## src/rtl/add_subtract_serial_if.sv

```systemverilog
// Operand/result bundle for the bit-serial add/subtract unit.
// The master drives the request side; the slave returns status and results.
interface add_subtract_serial_if #(
    parameter int WIDTH = 4
);
    logic             start;
    logic [WIDTH-1:0] a;
    logic [WIDTH-1:0] b;
    logic             dir;
    logic             busy;
    logic             done;
    logic [WIDTH-1:0] rslt;
    logic [WIDTH-2:0] cout;
    logic             cout_msb;
    logic             ovfl;

    modport master (
        output start, a, b, dir,
        input  busy, done, rslt, cout, cout_msb, ovfl
    );

    modport slave (
        input  start, a, b, dir,
        output busy, done, rslt, cout, cout_msb, ovfl
    );
endinterface

```

## src/rtl/add_subtract_serial.sv

```systemverilog
// Bit-serial add/subtract: one time-shared full-adder cell walks the operands
// LSB first over WIDTH cycles and publishes sum, per-bit carries and overflow on done.
module add_subtract_serial #(
    parameter int WIDTH = 4
) (
    input  logic                 clk,
    input  logic                 rst_n,
    add_subtract_serial_if.slave bus
);
    localparam int CNT_W = (WIDTH > 2) ? $clog2(WIDTH) : 1;

    localparam logic [1:0] IDLE  = 2'd0;
    localparam logic [1:0] SHIFT = 2'd1;
    localparam logic [1:0] DONE  = 2'd2;

    logic [1:0]       state;
    logic [WIDTH-1:0] op_a;
    logic [WIDTH-1:0] op_b;
    logic             carry;
    logic [CNT_W-1:0] cnt;
    logic [WIDTH-1:0] sum_sr;
    logic [WIDTH-1:0] carry_sr;

    logic             busy;
    logic             done;
    logic [WIDTH-1:0] rslt;
    logic [WIDTH-2:0] cout;
    logic             cout_msb;
    logic             ovfl;

    logic [1:0]       fa;
    logic [WIDTH-1:0] sum_nx;
    logic [WIDTH-1:0] carry_nx;
    logic             last_bit;

    // Returns {carry_out, sum} of a single full-adder cell.
    function automatic logic [1:0] full_add(input logic x, input logic y, input logic ci);
        return {(x & y) | (x & ci) | (y & ci), x ^ y ^ ci};
    endfunction

    always_comb begin
        fa            = full_add(op_a[cnt], op_b[cnt], carry);
        sum_nx        = sum_sr;
        sum_nx[cnt]   = fa[0];
        carry_nx      = carry_sr;
        carry_nx[cnt] = fa[1];
        last_bit      = (cnt == CNT_W'(WIDTH - 1));
    end

    always_ff @(posedge clk or negedge rst_n) begin
        if (!rst_n) begin
            state    <= IDLE;
            op_a     <= '0;
            op_b     <= '0;
            carry    <= 1'b0;
            cnt      <= '0;
            sum_sr   <= '0;
            carry_sr <= '0;
            busy     <= 1'b0;
            done     <= 1'b0;
            rslt     <= '0;
            cout     <= '0;
            cout_msb <= 1'b0;
            ovfl     <= 1'b0;
        end else begin
            case (state)
                IDLE: begin
                    if (bus.start) begin
                        // Subtract is a + ~b + 1: invert b now, seed the carry with dir.
                        op_a  <= bus.a;
                        op_b  <= bus.b ^ {WIDTH{bus.dir}};
                        carry <= bus.dir;
                        cnt   <= '0;
                        busy  <= 1'b1;
                        state <= SHIFT;
                    end
                end
                SHIFT: begin
                    sum_sr   <= sum_nx;
                    carry_sr <= carry_nx;
                    carry    <= fa[1];
                    cnt      <= cnt + 1'b1;
                    if (last_bit) begin
                        rslt     <= sum_nx;
                        cout     <= carry_nx[WIDTH-2:0];
                        cout_msb <= fa[1];
                        ovfl     <= carry_nx[WIDTH-2] ^ fa[1];
                        busy     <= 1'b0;
                        done     <= 1'b1;
                        state    <= DONE;
                    end
                end
                DONE: begin
                    done  <= 1'b0;
                    state <= IDLE;
                end
                default: begin
                    busy  <= 1'b0;
                    done  <= 1'b0;
                    state <= IDLE;
                end
            endcase
        end
    end

    assign bus.busy     = busy;
    assign bus.done     = done;
    assign bus.rslt     = rslt;
    assign bus.cout     = cout;
    assign bus.cout_msb = cout_msb;
    assign bus.ovfl     = ovfl;
endmodule

```

## src/flat_wrapper.sv

```systemverilog
// flat-port wrapper written by rule: the top's interface ports become plain ports
module add_subtract_serial_flat 
#(
    parameter int WIDTH = 4
)
  (clk, rst_n, bus_start, bus_a, bus_b, bus_dir, bus_busy, bus_done, bus_rslt, bus_cout, bus_cout_msb, bus_ovfl);
  add_subtract_serial_if #(.WIDTH(WIDTH)) bus_i ();
  input  logic clk;
  input  logic rst_n;
  input wire logic [$bits(bus_i.start)-1:0] bus_start;
  input wire logic [$bits(bus_i.a)-1:0] bus_a;
  input wire logic [$bits(bus_i.b)-1:0] bus_b;
  input wire logic [$bits(bus_i.dir)-1:0] bus_dir;
  output wire logic [$bits(bus_i.busy)-1:0] bus_busy;
  output wire logic [$bits(bus_i.done)-1:0] bus_done;
  output wire logic [$bits(bus_i.rslt)-1:0] bus_rslt;
  output wire logic [$bits(bus_i.cout)-1:0] bus_cout;
  output wire logic [$bits(bus_i.cout_msb)-1:0] bus_cout_msb;
  output wire logic [$bits(bus_i.ovfl)-1:0] bus_ovfl;
  assign bus_i.start = bus_start;
  assign bus_i.a = bus_a;
  assign bus_i.b = bus_b;
  assign bus_i.dir = bus_dir;
  assign bus_busy = bus_i.busy;
  assign bus_done = bus_i.done;
  assign bus_rslt = bus_i.rslt;
  assign bus_cout = bus_i.cout;
  assign bus_cout_msb = bus_i.cout_msb;
  assign bus_ovfl = bus_i.ovfl;
  add_subtract_serial #(.WIDTH(WIDTH)) u_core (.clk(clk), .rst_n(rst_n), .bus(bus_i));
endmodule
```

## config.mk

```make
export PLATFORM = sky130hd
export DESIGN_NAME = add_subtract_serial_flat
export DESIGN_NICKNAME = d
export VERILOG_FILES = /design/src/rtl/add_subtract_serial_if.sv /design/src/rtl/add_subtract_serial.sv /design/src/flat_wrapper.sv
export SDC_FILE = /design/constraint.sdc
export NUM_CORES = 1
export LEC_CHECK = 0
export BUFFER_PORTS_ARGS = -buffer_cell sky130_fd_sc_hd__buf_2
export CAP_MARGIN = 20
export CORE_MARGIN = 5
export CORE_UTILIZATION = 45
export CTS_BUF_LIST = sky130_fd_sc_hd__clkbuf_4
export DETAILED_ROUTE_END_ITERATION = 10
export MAX_ROUTING_LAYER = met4
export PLACE_DENSITY = 0.66
export RECOVER_POWER = 100
export SYNTH_ARGS = -nofsm -noshare
export SYNTH_HDL_FRONTEND = slang
export SYNTH_SLANG_ARGS = --single-unit
```

## constraint.sdc

```tcl
create_clock -name clk -period 2 [get_ports clk]
set_input_delay 0.3 -clock clk [delete_from_list [all_inputs] [get_ports clk]]
set_output_delay 0.3 -clock clk [all_outputs]
set_load 0.005 [all_outputs]
```

* Word level (Yosys, flattened, before mapping)
Index checks and enable logic that the tools add are counted.
** Storage, ports and cells
- Register bits :: 32
- Word-level logic and storage cells :: 61
- Output and inout bits :: 11
- Input port bits :: 12
** Cells by class
- $lt $le $gt $ge :: 2
- Add/sub/neg operators :: 1
- Reduce and logical (&&, ||, !) cells :: 9
- Mux-type cells :: 20
- Eq/ne operators :: 5
- Bitwise operators :: 11
** Operators by type and width (count)
- $reduce_and 2->1 :: 5
- $bwmux 4 :: 2
- $pmux 2 s2 :: 2
- $mux 1 :: 7
- $mux 2 :: 3
- $bmux 1 s2 :: 2
- $eq 2x2->1 const B :: 2
- $pmux 1 s2 :: 2
- $xor 4x4->4 :: 1
- $and 1x1->1 :: 3
- $lt 2x3->1 const B :: 1
- $pmux 1 s3 :: 1
- $reduce_and 3->1 :: 1
- $xor 1x1->1 :: 3
- $add 2x1->2 const B :: 1
- $demux 1 s2 :: 1
- $eq 2x1->1 const B :: 1
- $ge 2x1->1 const B :: 1
- $logic_not 2->1 :: 1
- $ne 2x1->1 const B :: 1
- $ne 2x2->1 const B :: 1
- $not 1->1 :: 2
- $or 1x1->1 :: 2
- $reduce_bool 2->1 :: 1
- $logic_and 1x1->1 :: 1

* Logic depth before layout (Yosys ltp)
- Depth after elaboration :: 7
- Gate-level depth with buffers :: 7
- Gate-level depth less buffers :: 6

* Worst setup path after synthesis
OpenSTA, ideal clock, no wires.
- Path kind :: flip-flop to flip-flop
- From :: register u_core.cnt[0]
- To :: register u_core.rslt[2], in the netlist u_core.bus.rslt[2]
- Library setup time :: 0.083 ns
- Cell stages (with the launch flop) :: 7
- Period minus slack after synthesis :: 1.845 ns
- Buffers on the path :: 0
- Slack :: 0.155 ns
- Required time :: 1.917 ns
- Data arrival time :: 1.762 ns
- Cells stage by stage :: dfrtp_1 mux4_2 inv_1 fa_1 inv_1 mux2i_1 o21ai_0
** Between the ends
- Word-level cells in the longest chain between the ends :: 5
- Elaborated cells on any way between the ends :: 14
- Classes of those cells :: 2 x order compare; 1 x eq/ne; 7 x mux; 2 x bitwise; 2 x reduce/logical
** RTL lines
- start, declared :: RTL line add_subtract_serial.sv:20 : logic [CNT_W-1:0] cnt;
- start signal, assigned :: RTL line add_subtract_serial.sv:82 : cnt <= cnt + 1'b1;
- $lt 2x3->1 (implied by the code), or another cell as far along :: RTL line add_subtract_serial.sv:44 : sum_nx[cnt] = fa[0];
- $logic_and 1x1->1 (implied by the code) / $mux 1 (equally long branches) :: RTL line add_subtract_serial.sv:44, add_subtract_serial.sv:42
- $mux 1 (implied by the code) / $xor 1x1->1 (equally long branches) :: RTL line add_subtract_serial.sv:44, add_subtract_serial.sv:38
- $demux 1 s2 / $xor 1x1->1 (equally long branches)
- $bwmux 4 :: RTL line add_subtract_serial.sv:44
- end signal, assigned :: RTL line add_subtract_serial.sv:84 : rslt <= sum_nx;
- end, declared :: RTL line add_subtract_serial.sv:26 : logic [WIDTH-1:0] rslt;
Parallel ways exist; a longest one is shown, timed or not. The select of a mux whose other input is x is not followed.
A chain may end at the register's enable or synchronous reset.

* Final worst setup path
- From :: register u_core.cnt[0]
- To :: register u_core.rslt[0], in the netlist u_core.bus.rslt[0]
The elaborated chain is that of the path after synthesis.

==> flow_metrics.py <==
metrics = {
    "sta": {
        "worst_clock_skew_ns": 0.0104,
        "layout_min_cycle_time_ns": 1.84,
        "finalCritPeriodShare_pct": 92.1,
        "maxSlewHeadroom_pct": -3.37,
        "fin_tns_setup_ns": 0,
        "worst_slew_pin_slew_ns": 1.55,
        "clock.fmax_mhz": 543,
        "drv_slew": 31,
        "rsz0062_at_grt": "no",
        "setup_viol": 0,
        "hold_violations": 0,
    },
    "drt": {
        "drtPass1Iterations": 4,
        "first_iter_violations": 21,
        "viasPerCell": 5.12,
        "wire_per_inst_um": 13.4,
        "final_antenna_net_count": 0,
        "num_vias": 953,
        "drcViolationCount": 0,
        "drt-total-wl_mm": 2.49,
    },
    "run_status": {
        "violations": "capacitance limit, slew limit",
        "status": "complete, but fails checks",
    },
    "finish": {
        "mostFrequentLayoutCells": "29 x dfrtp_1, 19 x nand2_1, 17 x o21ai_0, 13 x buf_2, 11 x clkbuf_1",
        "drive_gt1_share_pct": 20.9,
        "syn_to_final_growth_pct": 15.3,
        "antennaDiodeCount": 0,
        "fin_nets": 169,
        "layoutNonFillerInstCount": 186,
        "final_common_cell": "dfrtp_1",
    },
    "place": {
        "post-dp-hpwl_mm": 1.79,
        "dp.cells": 177,
        "gp_congestion": 0.733,
        "port_buffers": 22,
    },
    "synth": {
        "synthDistinctLibCells": 26,
        "yosysSeqAreaShare_pct": 53.9,
        "synth_warnings": 0,
        "syn_area_sq_um": 1390,
        "synthTopCellsByArea": "dfrtp_1 54%, o21ai_0 6.8%, nand2_1 5.1%, ha_1 3.6%, mux4_2 3.2%",
        "yosysTopAreaCell": "dfrtp_1",
        "syn_inst": 125,
        "ys_seq_elements": 30,
        "postSynthAreaPerCell_sq_um": 11.2,
        "synth_top_area_share_pct": 53.9,
        "syn-num-nets": 142,
        "synth-main-ff-cell": "dfrtp_1",
        "synth-edff-count": 0,
        "async_flop_share_pct": 100,
    },
    "global_route": {
        "grt-ovfl-total": 0,
        "grtUsageTotal_pct": 14.2,
        "grt_first_pass_wirelength_mm": 4.51,
        "antenna_found_initial": 0,
        "grt_max_degree": 31,
        "grt_pass1_vias": 1008,
    },
    "critical_path": {
        "r2r-start": "u_core.cnt[0]",
        "reg2reg_depth": 6,
        "crit_slowest_cell": "mux4_2",
        "end_kind": "flop",
        "r2r_slack_ns": 0.16,
        "crit_top_cell": "o21ai_0",
        "critPathMaxFanout": 6,
        "critical_path.n_buffers_inverters": 1,
        "start_kind": "flop",
        "cpPeakStageDelay_ns": 0.51,
        "required_ns": 2.26,
        "path_cells": "mux4_2 -> inv_1 -> fa_2 -> nand2_1 -> o21ai_0 -> o21ai_0",
        "cpLargestDelayFamily": "multiplexers",
        "rr_endpoint": "u_core.bus.rslt[0]",
        "arrival_ns": 2.10,
        "worst-setup-path-type": "reg -> reg",
    },
    "clock_network": {
        "clockRootBuffer": "clkbuf_4",
        "clkLatencyLatePin_ns": 0.33,
        "ctsHoldBuffers": 0,
        "clkTransAtPathRegs_ns": 0.10,
        "cts_sinks": 30,
        "htree_levels": 2,
        "clk_path_buf_depth": 2,
        "numCtsBuffers": 5,
        "cts_tree": "done",
    },
    "floorplan": {
        "die_x_um": 65.7,
        "num_rows": 20,
        "start_util_pct": 46.4,
        "die_y_um": 65.7,
        "coreArea_sq_um": 3000,
        "dieArea_sq_um": 4310,
        "pin_count": 23,
    },
    "pwr": {
        "worst_ir_drop_vdd_v": 0.000688,
        "cellLeakagePower_nw": 0.749,
        "powerDensity_nw_per_um2": 1850,
    },
    "hold_path": {
        "hold_path_class": "in -> reg",
        "worstHoldPathCells": 2,
        "holdCritStartpoint": "bus_a[0]",
        "min_to": "u_core.op_a[0]",
    },
    "job": {
        "cap_violations": 1,
    },
}
-- metrics by stage --
| step | hold slack [ns] | total power, W | util [%] | setup WS [ns] | area (sq um) |
|---|---|---|---|---|---|
| 3_5_place_dp | 0.366 | 0.00241 | 50.9 | 0.0645 | 1530 |
| 2_1_floorplan | 0.00441 | 0.00204 | - | 0.155 | 1390 |
| 6_report | 0.196 | 0.00297 | 53.5 | 0.158 | 1610 |
| 5_1_grt | 0.190 | 0.00326 | 53.5 | 0.0132 | 1610 |
| 3_3_place_gp | 0.364 | 0.00234 | 50.9 | 0.107 | 1530 |
| 4_1_cts | 0.00190 | 0.00302 | 54.3 | 0.0302 | 1630 |
-- how the worst max path moves through the flow --
stage	endpoint	cells after the start	slack, ns	start
floorplan	u_core.bus.rslt[2]	6	0.16	u_core.cnt[0]
global placement	u_core.bus.ovfl	5	0.11	u_core.cnt[0]
detailed placement	u_core.bus.rslt[2]	6	0.06	u_core.cnt[0]
CTS	u_core.bus.ovfl	5	0.03	u_core.cnt[0]
global route	u_core.op_b[0]	4	0.01	u_core.state[0]
finish	u_core.bus.rslt[0]	6	0.16	u_core.cnt[0]
-- power breakdown --
group | leakage (nW) | internal (W) | switching, W
logic | 0.337 | 0.000593 | 0.000673
registers | 0.360 | 0.000905 | 0.000197
clock network | 0.0528 | 0.000385 | 0.000213
total | 0.749 | 0.00188 | 0.00108
-- cell usage after synthesis (all sizes together) (2+ instances only) --
cell type / n
nor2: 5
nand3b: 4
xnor2: 4
nand2: 19
o21ai: 19
dfrtp: 30
inv: 9
mux4: 2
mux2: 5
ha: 4
mux2i: 3
a21oi: 6
buf: 5
-- cell families after synthesis --
logic type	share of synthesized area, %
flip-flops	53.9
adder cells (fa/ha/maj)	5.03
XOR/XNOR	3.14
AND/OR/NAND/NOR	11.0
buffers and inverters	5.30
multiplexers	9.96
AO/OA/AOI/OAI	11.7
-- final cells by class --
cell class                 count  area, sq um
clock inverter                 3         63.8
clock buffer                   5         37.5
multi-input combinational     80          561
inverter                       9         33.8
fill                         269         1400
tap                           33         41.3
sequential                    30          752
timing repair buffer          26          119
-- flip-flops by register name (all words and copies together) (netlist names) --
signal and flops:
u_core.cnt 2, u_core.bus.done 1, u_core.carry_sr 3, u_core.bus.rslt 4, u_core.bus.cout 3, u_core.state 2, u_core.carry 1, u_core.sum_sr 3
u_core.bus.cout_msb 1, u_core.op_b 4, u_core.op_a 4, u_core.bus.busy 1, u_core.bus.ovfl 1
-- layer usage --
| layer | global-route usage (%) | routed length [um] |
|---|---|---|
| met2 | 23.2 | 1210 |
| met1 | 16.1 | 1140 |
| met3 | 4.27 | 99 |
| met4 | 6.22 | 44 |
| met5 | - | 0 |
-- worst register-to-register path: stages (launching register included) --
cell,delay [ns]
dfrtp_2,0.40
mux4_2,0.51
inv_1,0.10
fa_2,0.47
nand2_1,0.09
o21ai_0,0.07
o21ai_0,0.14
-- repair_timing --
item,CTS,global route
setup endpoints to repair,0,6
buffers inserted,0,1
gates resized for setup,0,4
No activity file was read; power rests on OpenSTA's default activity.
